$ cat src/rtl/norm_column_sequencer.sv
// Sequences one column through the norm unit: buffer + stream, wait for 1/||col||, then emit scaled q.
// Optional: define NCS_TIMEOUT_EN to abandon a column whose reciprocal does not arrive in TIMEOUT_CYC cycles.
module norm_column_sequencer #(
  parameter int WIDTH       = 16,
  parameter int Q           = 8,
  parameter int COL_LEN     = 4,
  parameter int TIMEOUT_CYC = 64
) (
  input  logic             clk_i,
  input  logic             reset_i,
  input  logic             col_v_i,
  input  logic [WIDTH-1:0] col_data_i,
  output logic             col_ready_o,
  output logic             norm_v_o,
  output logic [WIDTH-1:0] norm_data_o,
  input  logic             norm_ready_i,
  output logic             norm_done_acc_o,
  input  logic             recip_v_i,
  input  logic [WIDTH-1:0] recip_i,
  input  logic             recip_ovf_i,
  output logic             q_v_o,
  output logic [WIDTH-1:0] q_data_o,
  input  logic             q_yumi_i,
  output logic             busy_o,
  output logic             err_o,
  output logic [2:0]       dbg_state_o
);

  // Handshakes: an element moves on a cycle where col_v_i & col_ready_o (and thus norm_v_o) are high;
  // a q element moves on a cycle where q_v_o & q_yumi_i are high, and q_v_o/q_data_o hold until then.

  localparam int IDX_W = (COL_LEN > 1) ? $clog2(COL_LEN) : 1;
  localparam int PW    = 2 * WIDTH;
  localparam logic [IDX_W-1:0] IDX_LAST = IDX_W'(COL_LEN - 1);
  localparam int unused_timeout_cyc = TIMEOUT_CYC;

  typedef enum logic [2:0] {
    S_IDLE       = 3'd0,
    S_LOAD       = 3'd1,
    S_DONE_ACC   = 3'd2,
    S_WAIT_RECIP = 3'd3,
    S_SCALE      = 3'd4
  } state_t;

  state_t                  state;
  logic [IDX_W-1:0]        idx;
  logic [WIDTH-1:0]        recip_reg;
  logic                    ovf_reg;
  logic signed [WIDTH-1:0] buf_mem [COL_LEN];
  logic                    col_accept;
  logic signed [PW-1:0]    prod;
  logic signed [PW-1:0]    shifted;
  logic                    fits;
  logic [WIDTH-1:0]        sat_val;
  logic                    unused_recip_msb;

  assign unused_recip_msb = recip_i[WIDTH-1];

`ifdef NCS_TIMEOUT_EN
  localparam int CNT_W = $clog2(TIMEOUT_CYC + 1);
  logic [CNT_W-1:0] wait_cnt;
`endif

  assign col_accept      = (state == S_LOAD) && col_v_i && norm_ready_i;
  assign col_ready_o     = (state == S_LOAD) && norm_ready_i;
  assign norm_v_o        = col_accept;
  assign norm_data_o     = (state == S_LOAD) ? col_data_i : '0;
  assign norm_done_acc_o = (state == S_DONE_ACC);
  assign q_v_o           = (state == S_SCALE);
  assign busy_o          = (state != S_IDLE);
  assign dbg_state_o     = state;

  // Full-width signed product; the reciprocal's top bit is forced to 0 so it acts as a magnitude.
  always_comb begin
    prod    = PW'($signed(buf_mem[idx])) * PW'($signed(recip_reg));
    shifted = prod >>> Q;
    fits    = (shifted[PW-1:WIDTH-1] == {(PW-WIDTH+1){shifted[PW-1]}});
    if (fits) begin
      sat_val = shifted[WIDTH-1:0];
    end else if (shifted[PW-1]) begin
      sat_val = {1'b1, {(WIDTH-1){1'b0}}};
    end else begin
      sat_val = {1'b0, {(WIDTH-1){1'b1}}};
    end
  end

  assign q_data_o = ((state == S_SCALE) && !ovf_reg) ? sat_val : '0;

  always_ff @(posedge clk_i) begin
    if (col_accept) begin
      buf_mem[idx] <= col_data_i;
    end
  end

  always_ff @(posedge clk_i or negedge reset_i) begin
    if (!reset_i) begin
      state     <= S_IDLE;
      idx       <= '0;
      recip_reg <= '0;
      ovf_reg   <= 1'b0;
      err_o     <= 1'b0;
`ifdef NCS_TIMEOUT_EN
      wait_cnt  <= '0;
`endif
    end else begin
      case (state)
        S_IDLE: begin
          idx   <= '0;
          state <= S_LOAD;
        end
        S_LOAD: begin
          if (col_accept) begin
            // The error of the previous column stays visible until the new column really starts.
            if (idx == '0) begin
              err_o <= 1'b0;
            end
            if (idx == IDX_LAST) begin
              idx   <= '0;
              state <= S_DONE_ACC;
            end else begin
              idx <= idx + 1'b1;
            end
          end
        end
        S_DONE_ACC: begin
          state <= S_WAIT_RECIP;
`ifdef NCS_TIMEOUT_EN
          wait_cnt <= CNT_W'(1);
`endif
        end
        S_WAIT_RECIP: begin
          if (recip_v_i) begin
            recip_reg <= {1'b0, recip_i[WIDTH-2:0]};
            ovf_reg   <= recip_ovf_i;
            state     <= S_SCALE;
`ifdef NCS_TIMEOUT_EN
            wait_cnt  <= '0;
`endif
          end
`ifdef NCS_TIMEOUT_EN
          else if (wait_cnt == CNT_W'(TIMEOUT_CYC - 1)) begin
            err_o    <= 1'b1;
            wait_cnt <= '0;
            state    <= S_IDLE;
          end else begin
            wait_cnt <= wait_cnt + 1'b1;
          end
`endif
        end
        S_SCALE: begin
          if (ovf_reg) begin
            err_o <= 1'b1;
          end
          if (q_yumi_i) begin
            if (idx == IDX_LAST) begin
              idx   <= '0;
              state <= S_IDLE;
            end else begin
              idx <= idx + 1'b1;
            end
          end
        end
        default: state <= S_IDLE;
      endcase
    end
  end

endmodule

$ cat config.mk
export PLATFORM = sky130hd
export DESIGN_NAME = norm_column_sequencer
export DESIGN_NICKNAME = d
export VERILOG_FILES = /design/src/rtl/norm_column_sequencer.sv
export SDC_FILE = /design/constraint.sdc
export NUM_CORES = 1
export LEC_CHECK = 0
export ABC_AREA = 1
export CAP_MARGIN = 25
export CORE_MARGIN = 1
export CORE_UTILIZATION = 55
export CTS_BUF_LIST = sky130_fd_sc_hd__clkbuf_16
export DETAILED_ROUTE_END_ITERATION = 10
export PLACE_DENSITY = 0.75
export SLEW_MARGIN = 0
export SYNTH_ARGS = -nofsm -noshare
export SYNTH_HDL_FRONTEND = slang
export SYNTH_SLANG_ARGS = --single-unit
export TNS_END_PERCENT = 10
$ cat constraint.sdc
create_clock -name clk_i -period 14 [get_ports clk_i]
set_input_delay 2.8 -clock clk_i [delete_from_list [all_inputs] [get_ports clk_i]]
set_output_delay 2.8 -clock clk_i [all_outputs]
set_load 0.005 [all_outputs]
==> impl_metrics.toml, run 1 <==
[grt]
grtUsageMet1 = 0.358
grt_start_max_net_pins = 37
globalRouteMet2Util = 0.488
groute.usage.overall = 0.283
grt_use_met3 = 0.0421
grt-ovfl-total = 0
top_usage_layer = "met2"
global_route_wire_length_before_repair_microns = 53100
grt_antenna_before_repair = 0
first_global_vias = 10800

[critical_path]
endpoint = "q_data_o[3]"
setup.reg_to_reg.worst_slack_ns = 11.30
rr_startpoint = "dbg_state_o[0]$_DFFE_PN0P_"
setup.worst_path.class = "reg2out"
critical_path.most_common_cell = "sky130_fd_sc_hd__nand2_1"
worst_ep_required_time_ns = 11.20
slowest_delay_ns = 0.58
timing.critical_path.from = "idx[0]$_DFFE_PN0P_"
critical_path_at_ns = 9.09
cp-end-kind = "output pin"
setup.worst_path.start_class = "flip-flop"
timing.critical_path.slowest_stage_cell = "sky130_fd_sc_hd__fa_1"
regToRegEndpoint = "buf_mem[0][10]$_DFFE_PP_"
crit_fanout = 36
worstRegToRegCells = 6

[timing]
hold-worst-slack_ns = 0.504
final.setup_skew_ns = 0.00784
rsz_0062_raised_after_global_routing = "no"
timing_hold_violations_final = 0
slew-limit-headroom = 0.323
tns_ns = 0
finalSetupViolCount = 0
final_period_minus_worst_setup_slack_ns = 11.89
worst_slew_pin_slew_ns = 1.01
drv_slew = 0
maxClockFrequency_ghz = 0.0841
min_period_over_period = 0.850

[routing]
drc = 0
routed_wl_microns = 31900
drt_first_pass_iters = 5
post_drt_wl_per_cell_microns = 16.3
ant_nets = 0
route.vias.total = 10400
drt-vias-per-instance = 5.29
drt-initial-drc-count = 610

[clocking]
ctsHoldBuffers = 0
cts.sinks = 86
cts_post_setup_buffers_inserted = 0
tritoncts = "built"
max-clock-path-buffers = 2
number_of_buffers_created_by_cts = 9
cts_resized = 0
clkSlewWorstSetupHoldPaths_ns = 0.06
clk-insertion-delay-late_ns = 0.34
cts.root.buffer_cell = "sky130_fd_sc_hd__clkbuf_16"
h-tree-depth = 3

[floorplanning]
boundaryPins = 80
dieHeight_microns = 157
core_region_area_sq_mm = 0.0235
num_rows = 56
floorplan.die_area_sq_mm = 0.0248
chipWidth_microns = 157
starting_density = 0.564

[final_layout]
drive_gt1_frac = 0.0262
largest_register_ffs = 64
area_delta_synth_final_pct = 10.5
layout.nets = 2004
most_frequent_cells_in_the_layout = "sky130_fd_sc_hd__inv_1, sky130_fd_sc_hd__nand2_1, sky130_fd_sc_hd__fa_1"
ant_cells = 0
final_common_cell = "sky130_fd_sc_hd__inv_1"

[yosys]
netlist_top_cells_area = "sky130_fd_sc_hd__fa_1, sky130_fd_sc_hd__edfxtp_1, sky130_fd_sc_hd__inv_1"
synth_area_leader_cell = "sky130_fd_sc_hd__fa_1"
synth_top_area_frac = 0.370
synth_seq_cells = 86
synthesis.yosys.warnings = 0
synth_cell_types = 40
netlist_instances = 1579
total_standard_cell_area_after_synthesis_sq_mm = 0.0133
postSynthNetCount = 1946
synth_sequential_area_ratio = 0.186
synthesized_area_per_cell_sq_um = 8.40

[placed_design]
numPortBuffers = 78
gp_routability_congestion = 1.01
hpwl_microns = 26000

[outcome]
result_of_the_run = "finished clean"

[hold_path]
worst_hold_path_type = "reg2reg"

[run]
cap_violations = 0
final cells by class:
cell class,count,area (sq um)
inverter,387,1450
clock buffer,9,225
clock inverter,7,81.3
sequential,86,2470
tap,319,399
multi-input combinational,1071,9210
timing repair buffer,82,831
fill,2047,8870
through the flow:
step	area (sq um)	utilization	setup WS (ns)	cells
floorplan	13300	-	4.31	1579
global placement	14300	0.609	2.73	1944
detailed placement	14300	0.609	2.60	1944
CTS	14600	0.622	2.20	1960
global route	14700	0.623	1.45	1961
finish	14700	0.623	2.11	1961
worst min-delay path by stage:
stage                            from           endpoint  cells past startpoint
floorplan           err_o$_DFFE_PN0P_  err_o$_DFFE_PN0P_                      2
global placement    err_o$_DFFE_PN0P_  err_o$_DFFE_PN0P_                      2
detailed placement  err_o$_DFFE_PN0P_  err_o$_DFFE_PN0P_                      2
CTS                 err_o$_DFFE_PN0P_  err_o$_DFFE_PN0P_                      2
global route        err_o$_DFFE_PN0P_  err_o$_DFFE_PN0P_                      2
finish              err_o$_DFFE_PN0P_  err_o$_DFFE_PN0P_                      2
cells by family (layout without fill, tap and decap cells):
| kind of cell | Yosys count | after routing | synth area share |
|---|---|---|---|
| buffers and inverters | 422 | 485 | 0.120 |
| and+or+nand+nor | 623 | 623 | 0.188 |
| xor gates and xnor gates | 23 | 23 | 0.0152 |
| adders and majority gates | 328 | 328 | 0.448 |
| DFF | 86 | 86 | 0.186 |
| AOI/OAI and AO/OA | 96 | 96 | 0.0411 |
| muxes | 1 | 1 | 0.000848 |
metal layers:
layer | share of wire | vias to the layer above | routed length [microns]
met2 | 0.49 | 413 | 15600
met3 | 0.077 | 70 | 2450
met1 | 0.39 | 5083 | 12600
li1 | - | 4802 | -
met4 | 0.040 | 0 | 1270
met5 | 0 | - | 0
synthesized netlist by cell type (all sizes together):
cell type  count
nand4          5
a311oi         1
o21ai         23
a31oi         10
dfrtp         22
ha            83
o311ai         1
nor2         234
o211ai         1
fa           245
nand2        309
clkinv         7
edfxtp        64
mux2           1
a21o          10
nor4           2
a21boi         3
xor2          15
and3           3
buf            6
a21oi         43
clkbuf        29
nand3         55
a211oi         1
nor3          13
nand3b         2
xnor2          8
o21bai         3
inv          380
critical path: cells and delay by family, from the launching register on:
kind	cells	cell delay [ns]
compound gates	1	0.31
fa+ha+maj	7	3.47
buf+inv	10	2.11
flops	1	0.32
simple gates	18	2.52
Power of run 1 is left out: the tool's default activity adds up to more than one toggle a clock period on the data nets, which glitch-free logic cannot reach.
==> run 2, diff against run 1 <==
Settings changed: PLACE_DENSITY 0.75 to 0.78.
Clock period 14 ns to 10.5 ns, I/O delays scaled along.
==> impl_metrics.toml, run 2 (same netlist as run 1, synthesis figures left out) <==
[final_layout]
fill_cells = 1978
drive_gt1_frac = 0.0552
ant_cells = 0
final_common_cell = "sky130_fd_sc_hd__inv_1"
layout.nets = 2030
largest_register_ffs = 64
area_delta_synth_final_pct = 12.7
most_frequent_cells_in_the_layout = "sky130_fd_sc_hd__inv_1, sky130_fd_sc_hd__nand2_1, sky130_fd_sc_hd__fa_1"
total_area_of_multi_input_combinational_cells_sq_mm = 0.00927
seqCellArea_sq_mm = 0.00247

[routing]
ant_nets = 0
drc = 0
post_drt_wl_per_cell_microns = 16.4
route.vias.total = 10500
drt_first_pass_iters = 5
routed_wl_microns = 32600
drt-initial-drc-count = 696
drt-vias-per-instance = 5.30

[placed_design]
dp_slack_ns = 0.353
hpwl_microns = 26900
numPortBuffers = 78
gp_routability_congestion = 0.965

[clocking]
clkSlewWorstSetupHoldPaths_ns = 0.07
number_of_buffers_created_by_cts = 9
cts_resized = 3
clk-insertion-delay-late_ns = 0.34
tritoncts = "built"
max-clock-path-buffers = 2
cts.root.buffer_cell = "sky130_fd_sc_hd__clkbuf_16"
ctsHoldBuffers = 0
cts_post_setup_buffers_inserted = 0
h-tree-depth = 3
cts.sinks = 86

[timing]
final_period_minus_worst_setup_slack_ns = 10.06
worst_slew_pin_slew_ns = 0.985
min_period_over_period = 0.958
timing_hold_violations_final = 0
layout_setup_ws_ns = 0.442
finalSetupViolCount = 0
maxClockFrequency_ghz = 0.0994
final.setup_skew_ns = 0.00745
slew-limit-headroom = 0.342
drv_slew = 0

[grt]
groute.usage.overall = 0.291
first_global_vias = 11200
grt_start_max_net_pins = 35
global_route_wire_length_before_repair_microns = 55200
grt-ovfl-total = 0
grt_antenna_before_repair = 0

[floorplanning]
starting_density = 0.564
floorplan.die_area_sq_mm = 0.0248
dieHeight_microns = 157
core_region_area_sq_mm = 0.0235
num_rows = 56
chipWidth_microns = 157
boundaryPins = 80

[critical_path]
setup.worst_path.start_class = "flip-flop"
setup.worst_path.class = "reg2out"
critical_path.most_common_cell = "sky130_fd_sc_hd__inv_1"
critical_path_at_ns = 7.96
slowest_delay_ns = 0.64
worst_ep_required_time_ns = 8.40
timing.critical_path.slowest_stage_cell = "sky130_fd_sc_hd__fa_2"
crit_fanout = 34
cp-end-kind = "output pin"
setup.reg_to_reg.worst_slack_ns = 7.69

[outcome]
result_of_the_run = "finished clean"

[run]
cap_violations = 0

[hold_path]
worst_hold_path_type = "reg2reg"
[run 2: cell types whose count changed in the layout (fill, tap and decap cells not counted), moves of 3 or more]
cell                       delta
sky130_fd_sc_hd__buf_4       +25
sky130_fd_sc_hd__fa_1         -5
sky130_fd_sc_hd__fa_2         +5
sky130_fd_sc_hd__clkinv_1     -3
sky130_fd_sc_hd__inv_1        -3
sky130_fd_sc_hd__nand2_1      -3
[run 2: layer usage]
layer  wire, microns  track usage  up-vias
li1                -            -     4854
met1           12900        0.368     5221
met2           16100        0.509      369
met3            2310       0.0407       86
met4            1270        0.106        0
met5               0            0        -
[run 2: critical path: cells and delay by family (launching register included)]
family / cells / cell delay [ns]
compound gates: 2 / 0.36
simple gates: 16 / 1.76
buf+inv: 9 / 1.45
fa+ha+maj: 7 / 3.57
flops: 1 / 0.44
[run 2: per-stage QoR]
step / TNS, ns / cells / util / area, sq um / hold WS (ns)
after floorplan: 0 / 1579 / - / 13300 / 0.491
after CTS: 0 / 1987 / 0.632 / 14900 / 0.516
after detailed placement: 0 / 1971 / 0.618 / 14500 / 0.493
after global placement: 0 / 1970 / 0.617 / 14500 / 0.482
after global routing: -0.110 / 1987 / 0.635 / 15000 / 0.559
final: 0 / 1987 / 0.635 / 15000 / 0.517
[run 2: worst paths after layout]
check	start	to	depth (start not counted)
max in group asynchronous	reset_i	recip_reg[6]$_DFFE_PN0P_	2
hold reg to reg	err_o$_DFFE_PN0P_	err_o$_DFFE_PN0P_	2
min in group asynchronous	reset_i	err_o$_DFFE_PN0P_	1
hold / removal	err_o$_DFFE_PN0P_	err_o$_DFFE_PN0P_	2
setup reg to reg	dbg_state_o[0]$_DFFE_PN0P_	buf_mem[3][0]$_DFFE_PP_	6
setup / recovery	idx[0]$_DFFE_PN0P_	q_data_o[4]	34
[run 2: layout make-up]
type,instances,share of cell area
repair buffers,108,0.0686
clock inverters,7,0.00686
well taps,319,0.0267
clock buffers,9,0.0151
multi-input cells,1071,0.619
flip-flops and latches,86,0.165
inverters,387,0.0981
Power of run 2 is left out for the same reason.
==> run 3, diff against run 2 <==
Settings changed: CELL_PAD_IN_SITES_DETAIL_PLACEMENT set to 0, CELL_PAD_IN_SITES_GLOBAL_PLACEMENT set to 1, CORE_UTILIZATION 55 to 43, PLACE_DENSITY 0.78 to unset, PLACE_DENSITY_LB_ADDON set to 0.1.
==> impl_metrics.toml, run 3 (same netlist as run 1, synthesis figures left out) <==
[grt]
grt-ovfl-total = 0
grt_start_max_net_pins = 33
groute.usage.overall = 0.243
first_global_vias = 10900
global_route_wire_length_before_repair_microns = 57700
grt_antenna_before_repair = 0

[routing]
route.vias.total = 10300
drt_first_pass_iters = 5
drc = 0
ant_nets = 0
post_drt_wl_per_cell_microns = 17.0
routed_wl_microns = 35200
drt-initial-drc-count = 659
drt-vias-per-instance = 4.97

[critical_path]
worst_ep_required_time_ns = 8.40
slowest_delay_ns = 0.55
critical_path_at_ns = 7.89
critical_path.most_common_cell = "sky130_fd_sc_hd__nand2_1"
crit_fanout = 18
setup.worst_path.class = "reg2out"
timing.critical_path.slowest_stage_cell = "sky130_fd_sc_hd__fa_1"
setup.worst_path.start_class = "flip-flop"
cp-end-kind = "output pin"

[clocking]
tritoncts = "built"
clk-insertion-delay-late_ns = 0.34
cts.root.buffer_cell = "sky130_fd_sc_hd__clkbuf_16"
max-clock-path-buffers = 2
cts.sinks = 86
number_of_buffers_created_by_cts = 9
h-tree-depth = 3
clkSlewWorstSetupHoldPaths_ns = 0.06
ctsHoldBuffers = 0

[final_layout]
final_common_cell = "sky130_fd_sc_hd__inv_1"
final_area_sq_mm = 0.0151
fill_cells = 2902
seqCellArea_sq_mm = 0.00247
drive_gt1_frac = 0.0601
largest_register_ffs = 64
total_area_of_multi_input_combinational_cells_sq_mm = 0.00925
area_delta_synth_final_pct = 13.9
final_core_utilization = 0.503
layout.nets = 2042
most_frequent_cells_in_the_layout = "sky130_fd_sc_hd__inv_1, sky130_fd_sc_hd__nand2_1, sky130_fd_sc_hd__fa_1"

[floorplanning]
boundaryPins = 80
starting_density = 0.442
floorplan.die_area_sq_mm = 0.0316
num_rows = 63
core_region_area_sq_mm = 0.0300
chipWidth_microns = 178
dieHeight_microns = 178

[timing]
rsz_0062_raised_after_global_routing = "no"
slew-limit-headroom = 0.328
tns_ns = 0
worst_slew_pin_slew_ns = 1.01
drv_slew = 0
maxClockFrequency_ghz = 0.100
final_period_minus_worst_setup_slack_ns = 9.99
timing_hold_violations_final = 0
final.setup_skew_ns = 0.0102
finalSetupViolCount = 0
min_period_over_period = 0.951

[placed_design]
numPortBuffers = 78
hpwl_microns = 29300
gp_routability_congestion = 0.917
dpl_cell_area_sq_mm = 0.0146

[run]
cap_violations = 0

[hold_path]
worst_hold_path_type = "reg2reg"

[outcome]
result_of_the_run = "finished clean"
run 3: path summary, 6_finish.rpt:
check / start / end / slack, ns / depth (start not counted)
min: err_o$_DFFE_PN0P_ / err_o$_DFFE_PN0P_ / 0.50 / 2
min in group asynchronous: reset_i / dbg_state_o[1]$_DFFE_PN0P_ / 2.00 / 1
max: idx[1]$_DFFE_PN0P_ / q_data_o[7] / 0.51 / 33
min reg2reg: err_o$_DFFE_PN0P_ / err_o$_DFFE_PN0P_ / 0.50 / 2
max in group asynchronous: reset_i / idx[0]$_DFFE_PN0P_ / 8.10 / 2
max reg2reg: dbg_state_o[0]$_DFFE_PN0P_ / buf_mem[0][15]$_DFFE_PP_ / 7.79 / 6
run 3: final cells by class:
| type | instances | area share |
|---|---|---|
| Antenna cell | 1 | 0.000166 |
| Clock buffer | 9 | 0.0149 |
| Clock inverter | 7 | 0.00414 |
| Inverter | 387 | 0.0978 |
| Multi-Input combinational cell | 1071 | 0.612 |
| Sequential cell | 86 | 0.164 |
| Tap cell | 390 | 0.0323 |
| Timing Repair Buffer | 119 | 0.0752 |
| Timing Repair inverter | 1 | 0.000331 |
run 3: stage by stage:
stage / cells / setup WS, ns / hold WS, ns
after floorplan: 1579 / 1.51 / 0.491
after global placement: 2043 / 0.535 / 0.487
after detailed placement: 2043 / 0.496 / 0.488
after CTS: 2059 / 0.0994 / 0.505
after global routing: 2070 / 0.0328 / 0.568
final: 2071 / 0.510 / 0.497
run 3: repair_timing:
action                     CTS  global route
resized for setup            0            27
buffers inserted             0             8
setup endpoints to repair    0            15
run 3: metal layers:
metal | vias up | part of all wire | global-route usage
met5 | - | 0 | 0
met4 | 0 | 0.024 | 0.0609
met1 | 5139 | 0.44 | 0.323
met2 | 220 | 0.49 | 0.416
li1 | 4886 | - | -
met3 | 38 | 0.050 | 0.0338
run 3: worst max-delay path: cells and delay by family, from the launching register on:
family	cells	cell delay [ns]
adders and majority gates	7	3.30
and+or+nand+nor	15	1.75
buffers and inverters	7	1.33
AOI/OAI and AO/OA	4	0.72
DFF	1	0.42
Power of run 3 is left out for the same reason.
